<file path="src/rtl/lsu_mem_port.sv">
// rtl/lsu_mem_port.sv - load/store unit splitting CPU byte/half/word accesses into BRAM word accesses
module lsu_mem_port #(
  parameter int ADDR_W = 13
) (
  input  logic              clk,
  input  logic              rst,
  input  logic              req_valid,
  output logic              req_ready,
  input  logic              req_we,
  input  logic [ADDR_W-1:0] req_addr,
  input  logic [1:0]        req_size,
  input  logic              req_unsigned,
  input  logic [31:0]       req_wdata,
  output logic              resp_valid,
  output logic [31:0]       resp_rdata,
  output logic              mem_rd_en,
  output logic [ADDR_W-1:0] mem_addr,
  input  logic [31:0]       mem_rd_data,
  input  logic              mem_rd_valid,
  output logic              mem_wr_en,
  output logic [31:0]       mem_wr_data,
  output logic [3:0]        mem_wr_mask
);

  typedef enum logic [2:0] {
    IDLE,
    ISSUE1,
    WAIT1,
    ISSUE2,
    WAIT2,
    DONE
  } state_t;

  state_t state, state_nx;

  logic              we_q;
  logic [ADDR_W-1:0] addr_q;
  logic [1:0]        size_q;
  logic              uns_q;
  logic [31:0]       wdata_q;
  logic [31:0]       data0_q;
  logic [31:0]       data1_q;

  logic [1:0]        off;
  logic [2:0]        nbytes;
  logic              split;
  logic [7:0]        lane_fill;
  logic [31:0]       wdata_trim;
  logic [63:0]       st_wide;
  logic [ADDR_W-1:0] word0;
  logic [ADDR_W-1:0] word1;
  logic [3:0]        mask0;
  logic [3:0]        mask1;

  logic [31:0]       ld_d0;
  logic [31:0]       ld_d1;
  logic [63:0]       ld_wide;
  logic [31:0]       ld_al;
  logic [31:0]       ld_res;

  assign off   = addr_q[1:0];
  assign word0 = {addr_q[ADDR_W-1:2], 2'b00};
  assign word1 = word0 + ADDR_W'(4);
  assign split = ({1'b0, off} + nbytes) > 3'd4;

  always_comb begin
    nbytes     = 3'd4;
    lane_fill  = 8'h0f;
    wdata_trim = wdata_q;
    case (size_q)
      2'd0: begin
        nbytes     = 3'd1;
        lane_fill  = 8'h01;
        wdata_trim = {24'b0, wdata_q[7:0]};
      end
      2'd1: begin
        nbytes     = 3'd2;
        lane_fill  = 8'h03;
        wdata_trim = {16'b0, wdata_q[15:0]};
      end
      default: begin
        nbytes     = 3'd4;
        lane_fill  = 8'h0f;
        wdata_trim = wdata_q;
      end
    endcase
    lane_fill = lane_fill << off;
  end

  assign st_wide = {32'b0, wdata_trim} << {off, 3'b000};

  // Lane 0 (bits 7:0) is reported on mask bit 3, so each nibble is bit-reversed.
  assign mask0 = {lane_fill[0], lane_fill[1], lane_fill[2], lane_fill[3]};
  assign mask1 = {lane_fill[4], lane_fill[5], lane_fill[6], lane_fill[7]};

  // Read data arriving this cycle is folded in so the result registers on entry to DONE.
  assign ld_d0   = (state == WAIT1) ? mem_rd_data : data0_q;
  assign ld_d1   = (state == WAIT2) ? mem_rd_data : data1_q;
  assign ld_wide = {ld_d1, ld_d0};
  assign ld_al   = 32'(ld_wide >> {off, 3'b000});

  always_comb begin
    ld_res = ld_al;
    case (size_q)
      2'd0:    ld_res = uns_q ? {24'b0, ld_al[7:0]} : {{24{ld_al[7]}}, ld_al[7:0]};
      2'd1:    ld_res = uns_q ? {16'b0, ld_al[15:0]} : {{16{ld_al[15]}}, ld_al[15:0]};
      default: ld_res = ld_al;
    endcase
  end

  always_comb begin
    state_nx    = state;
    mem_rd_en   = 1'b0;
    mem_wr_en   = 1'b0;
    mem_addr    = '0;
    mem_wr_data = 32'b0;
    mem_wr_mask = 4'b0;
    resp_valid  = 1'b0;
    case (state)
      IDLE: begin
        if (req_valid) state_nx = ISSUE1;
      end
      ISSUE1: begin
        mem_addr = word0;
        if (we_q) begin
          mem_wr_en   = 1'b1;
          mem_wr_mask = mask0;
          mem_wr_data = st_wide[31:0];
          state_nx    = split ? ISSUE2 : DONE;
        end else begin
          mem_rd_en = 1'b1;
          state_nx  = WAIT1;
        end
      end
      WAIT1: begin
        if (mem_rd_valid) state_nx = split ? ISSUE2 : DONE;
      end
      ISSUE2: begin
        mem_addr = word1;
        if (we_q) begin
          mem_wr_en   = 1'b1;
          mem_wr_mask = mask1;
          mem_wr_data = st_wide[63:32];
          state_nx    = DONE;
        end else begin
          mem_rd_en = 1'b1;
          state_nx  = WAIT2;
        end
      end
      WAIT2: begin
        if (mem_rd_valid) state_nx = DONE;
      end
      DONE: begin
        resp_valid = 1'b1;
        state_nx   = IDLE;
      end
      default: state_nx = IDLE;
    endcase
    // Reset squashes any access that the current state would otherwise issue.
    if (rst) begin
      mem_rd_en   = 1'b0;
      mem_wr_en   = 1'b0;
      mem_addr    = '0;
      mem_wr_data = 32'b0;
      mem_wr_mask = 4'b0;
      resp_valid  = 1'b0;
    end
  end

  assign req_ready = (state == IDLE) && !rst;

  always_ff @(posedge clk) begin
    if (rst) begin
      state      <= IDLE;
      we_q       <= 1'b0;
      addr_q     <= '0;
      size_q     <= 2'd0;
      uns_q      <= 1'b0;
      wdata_q    <= 32'b0;
      data0_q    <= 32'b0;
      data1_q    <= 32'b0;
      resp_rdata <= 32'b0;
    end else begin
      state <= state_nx;
      if (state == IDLE && req_valid) begin
        we_q    <= req_we;
        addr_q  <= req_addr;
        size_q  <= req_size;
        uns_q   <= req_unsigned;
        wdata_q <= req_wdata;
        data0_q <= 32'b0;
        data1_q <= 32'b0;
      end
      if (state == WAIT1 && mem_rd_valid) data0_q <= mem_rd_data;
      if (state == WAIT2 && mem_rd_valid) data1_q <= mem_rd_data;
      if (state_nx == DONE && state != DONE) resp_rdata <= we_q ? 32'b0 : ld_res;
    end
  end

endmodule
</file>
<file path="config.mk">
export PLATFORM = sky130hd
export DESIGN_NAME = lsu_mem_port
export DESIGN_NICKNAME = d
export VERILOG_FILES = /design/src/rtl/lsu_mem_port.sv
export SDC_FILE = /design/constraint.sdc
export NUM_CORES = 1
export LEC_CHECK = 0
export ABC_AREA = 1
export CAP_MARGIN = 25
export CORE_UTILIZATION = 40
export DETAILED_ROUTE_END_ITERATION = 7
export PLACE_DENSITY = 0.77
export REMOVE_ABC_BUFFERS = 1
export SLEW_MARGIN = 20
export SYNTH_ARGS = -nofsm -noshare
export SYNTH_HDL_FRONTEND = slang
export SYNTH_SLANG_ARGS = --single-unit
</file>
<file path="constraint.sdc">
create_clock -name clk -period 3.1 [get_ports clk]
set_clock_uncertainty 0.2 [all_clocks]
set_input_delay 0.62 -clock clk [delete_from_list [all_inputs] [get_ports clk]]
set_output_delay 0.62 -clock clk [all_outputs]
set_load 0.05 [all_outputs]
</file>
==> run summary <==
STA classifies the critical path endpoint as an output pin. The ratio of final minimum period to clock period is 0.983, and the initial antenna violation count is 0. For the share of total power in sequential cells, the log shows 0.319. For the maximum achievable frequency, the log shows 328 MHz. The number of clock buffers added by TritonCTS is 17. The fraction of post-synthesis cell area in the top cell type by area was 0.330. Yosys warning count: 0.

The repair_antennas step left the layout with diodes totalling 0. For the number of remaining DRC errors, the log shows 0. The net switching share of the total power is 0.386. Across the run, the number of max-cap violations was 0.

The dominant synthesized flop cell was dfxtp_1. Summing every instance area after synthesis gives 8480 sq um. The post-layout worst setup margin was 0.0521 ns; the maximum number of pins on one net before global-route repair was 117. Summing over every cut layer, the via total after detailed routing is 10000.

The first detailed-routing pass took 7 iterations. The worst path in the final design needs a cycle of 3.05 ns, including I/O delays and setup. Summed over all nets, the switching power comes to 2.51 mW.

The share of the core filled with cells is 0.567, and the number of synthesized flops with an enable pin is 0. Including well taps, the total number of placed cells is 1737. The net count of the finished layout is 1578.

The flow ran to the end, and the final reports show no timing, DRC or antenna violations. Of all nets on the critical path, the largest fanout is 22. After legalization and detailed placement, the total HPWL measured 20000 microns. The number of sinks driven by the clock tree is 140.

After synthesis, the most frequently instantiated cells are 295 x nand2_1, 205 x nand3_1, 152 x nor2_1. Area growth from synthesis to layout: 37.1%. The internal portion of the total power is 4.00 mW. The min-delay analysis places its worst path in the category reg -> reg.

The tools report the number of failing hold endpoints at the final stage as 0. For the violation count after the first detailed-route iteration, the log shows 1229. The tools report the endpoint of the most critical register-to-register path as resp_rdata[2]. No sink is reached through more buffers than the 2 on the longest clock path. Dividing the detail-routed via count by the number of cells gives 5.65.

The initial standard-cell utilization of the core came out at 0.414. The cell with the most instances after synthesis is nand2_1. The worst hold path passes through 2 cells. The number of standard cells in the layout, taps in and fillers out is 1772, and the global-route total usage across every layer is 0.272. Power spread over the standard cell area amounts to 560 nW/um^2.

Prior to clock tree synthesis, the placed netlist has a worst setup slack of 0.0775 ns. Yosys attributes the largest share of cell area to dfxtp_1 33%, nand2_1 13%, nand3_1 12%. The critical path is of the reg -> out type. The internal reg-to-reg setup slack is 0.27 ns, and the number of global-route vias before repair is 9260. The filler cells instantiated in the layout total 1893. The fraction of final layout cells sized beyond drive strength 1 was 0.115; the overall die width was 148 microns. After clock tree synthesis, the clock-pin slew on the worst setup and hold paths is 0.06 ns. The die footprint came out at 21800 sq um. In this run the standard cell core region covers 20500 sq um.

The cell count after synthesis was 1356. At the worst endpoint, the required time is 2.28 ns. The headroom to the max-slew limit is 0.298, and the post-detailed-route count of antenna-violating nets is 0.

In this run the vertical extent of the chip is 148 microns. Setup violations remaining at the end of the flow were counted as 0. Routed wire length: 29900 microns. CTS placed an instance of clkbuf_16 at the clock tree root. The startpoint of the worst hold path was wdata_q[17]. The number of cell instances on the worst register-to-register path was 11; the flip-flop and latch count after synthesis was 140. The average instance in the mapped netlist occupies 6.26 sq um. The tools report the hold-critical path endpoint as wdata_q[17]. The count of buffers added on input and output ports is 167. The clock reaches the later pin of the worst-skew pair after 0.42 ns. Setup repair after global routing could not meet its margin everywhere.

The run gives 52 as the placement row count. The first-pass GRT wire length was 47500 microns. The worst register-to-register path begins at size_q[1]. The fraction of the yosys area taken by sequential cells came out at 0.330. Summed over all cells, the static leakage comes to 4.58 nW. For the largest vdd supply drop, the log shows 451 uV.

The share of power burned in combinational logic was 0.353; the worst hold margin was 0.265 ns. At the end of routability-driven placement, the weighted congestion stood at 0.947. Summed over all instances, the cell type with the most area after synthesis is dfxtp_1. The tools report the clock group share of total power as 0.328.

The share of flip-flops with an asynchronous set or reset is 0, and the data arrival time at the worst-slack endpoint is 2.23 ns. The average wire length per cell after detail routing works out to 16.9 microns. Global routing finished with a remaining overflow of 0. Yosys mapped the design onto 40 distinct sky130hd cell types. TritonCTS built the clock tree. The logs give 0 for the cts-stage hold buffer count and 0 for the number of pins with negative max-slew slack in the final report. At the pin with the least slew margin, the transition time is 1.05 ns.

The tools report the total number of H-tree levels as 4. The nature of the critical path startpoint is a flop. The run gives 170 as the number of top-level design ports.
## logic make-up after synthesis
kind of cell	after synthesis	share of synthesized area
AO/OA/AOI/OAI	266	0.187
adder cells (fa/ha/maj)	4	0.00679
buffers and inverters	243	0.115
flip-flops	140	0.330
other	1	0.000442
AND/OR/NAND/NOR	702	0.360
## how the worst max path moves through the flow
stage | from | to | cells after the start | slack (ns)
floorplan | addr_q[0] | mem_wr_mask[0] | 3 | -1.78
global placement | mem_rd_valid | resp_rdata[3] | 8 | 0.16
detailed placement | mem_rd_valid | resp_rdata[2] | 8 | 0.08
CTS | state[2] | mem_wr_data[31] | 7 | -0.07
global route | state[0] | mem_wr_data[5] | 8 | -0.05
finish | state[2] | mem_wr_mask[0] | 7 | 0.05
## cells in the final DEF, fill, tap and decap left out, types with 3 or more instances in the layout
| master | n |
|---|---|
| clkdlybuf4s50_1 | 115 |
| inv_1 | 135 |
| o211ai_1 | 16 |
| dfxtp_1 | 136 |
| clkbuf_16 | 17 |
| inv_2 | 3 |
| clkinv_4 | 5 |
| o22ai_1 | 28 |
| nor2_2 | 6 |
| nand3_4 | 3 |
| nor3_2 | 8 |
| nand4_1 | 17 |
| o31ai_1 | 7 |
| nand2_1 | 294 |
| a31oi_1 | 4 |
| nor3_1 | 7 |
| nand2_2 | 4 |
| bufinv_16 | 3 |
| a22oi_1 | 14 |
| buf_12 | 50 |
| o21ai_0 | 35 |
| o21ai_1 | 3 |
| buf_4 | 49 |
| a21oi_1 | 112 |
| a211oi_1 | 37 |
| nand3_1 | 205 |
| dfxtp_2 | 3 |
| nor2_1 | 149 |
| o211a_1 | 3 |
| ha_1 | 3 |
## layout make-up
| type | instances | area, sq um | share of cell area |
|---|---|---|---|
| Clock inverter | 12 | 163 | 0.0140 |
| Timing Repair Buffer | 215 | 2530 | 0.218 |
| Tap cell | 270 | 338 | 0.0291 |
| Sequential cell | 140 | 2810 | 0.242 |
| Clock buffer | 20 | 457 | 0.0393 |
| Multi-Input combinational cell | 974 | 4800 | 0.413 |
| Inverter | 141 | 532 | 0.0457 |
## metal layers
layer | part of all wire | GRT usage
met1 | 0.40 | 0.346
met2 | 0.45 | 0.432
met4 | 0.039 | 0.124
met3 | 0.11 | 0.0698
met5 | 0 | 0
## worst max-delay path: stages (launching register included)
cell and delay [ns]:
dfxtp_1 0.32, buf_4 0.24, nor3_4 0.22, inv_1 0.07, nor2_1 0.16, nand2_2 0.26, a211oi_2 0.35, buf_12 0.18
## registers in the layout (all words and copies together), names as in the netlist
register    count
data1_q        24
size_q          2
data0_q        32
wdata_q        32
resp_rdata     32
state           3
uns_q           1
we_q            1
addr_q         13
## per-stage QoR
step / setup TNS, ns / instance area [sq um] / power (mW)
6_report: 0 / 11600 / 6.51
5_1_grt: -0.219 / 11600 / 6.80
4_1_cts: -0.240 / 11500 / 6.45
3_5_place_dp: 0 / 10900 / 4.31
3_3_place_gp: 0 / 10900 / 4.28
2_1_floorplan: -107.00 / 8040 / 3.42
## power by group through the flow
stage / Combinational [mW] / Sequential, mW / Clock [mW]
floorplan: 1.21 / 2.21 / 0
global placement: 2.17 / 2.10 / 0
detailed placement: 2.20 / 2.11 / 0
CTS: 2.23 / 2.07 / 2.15
global route: 2.49 / 2.10 / 2.22
finish: 2.30 / 2.08 / 2.14
## what timing repair did
action | CTS | global route
gates resized for setup | 5 | 20
endpoints found under the hold margin | 0 | 0
pin swaps | 1 | 0
endpoints found under the setup margin | 21 | 35
cloned | 0 | 0
buffers inserted | 3 | 0
No activity file was read; power rests on OpenSTA's default activity.
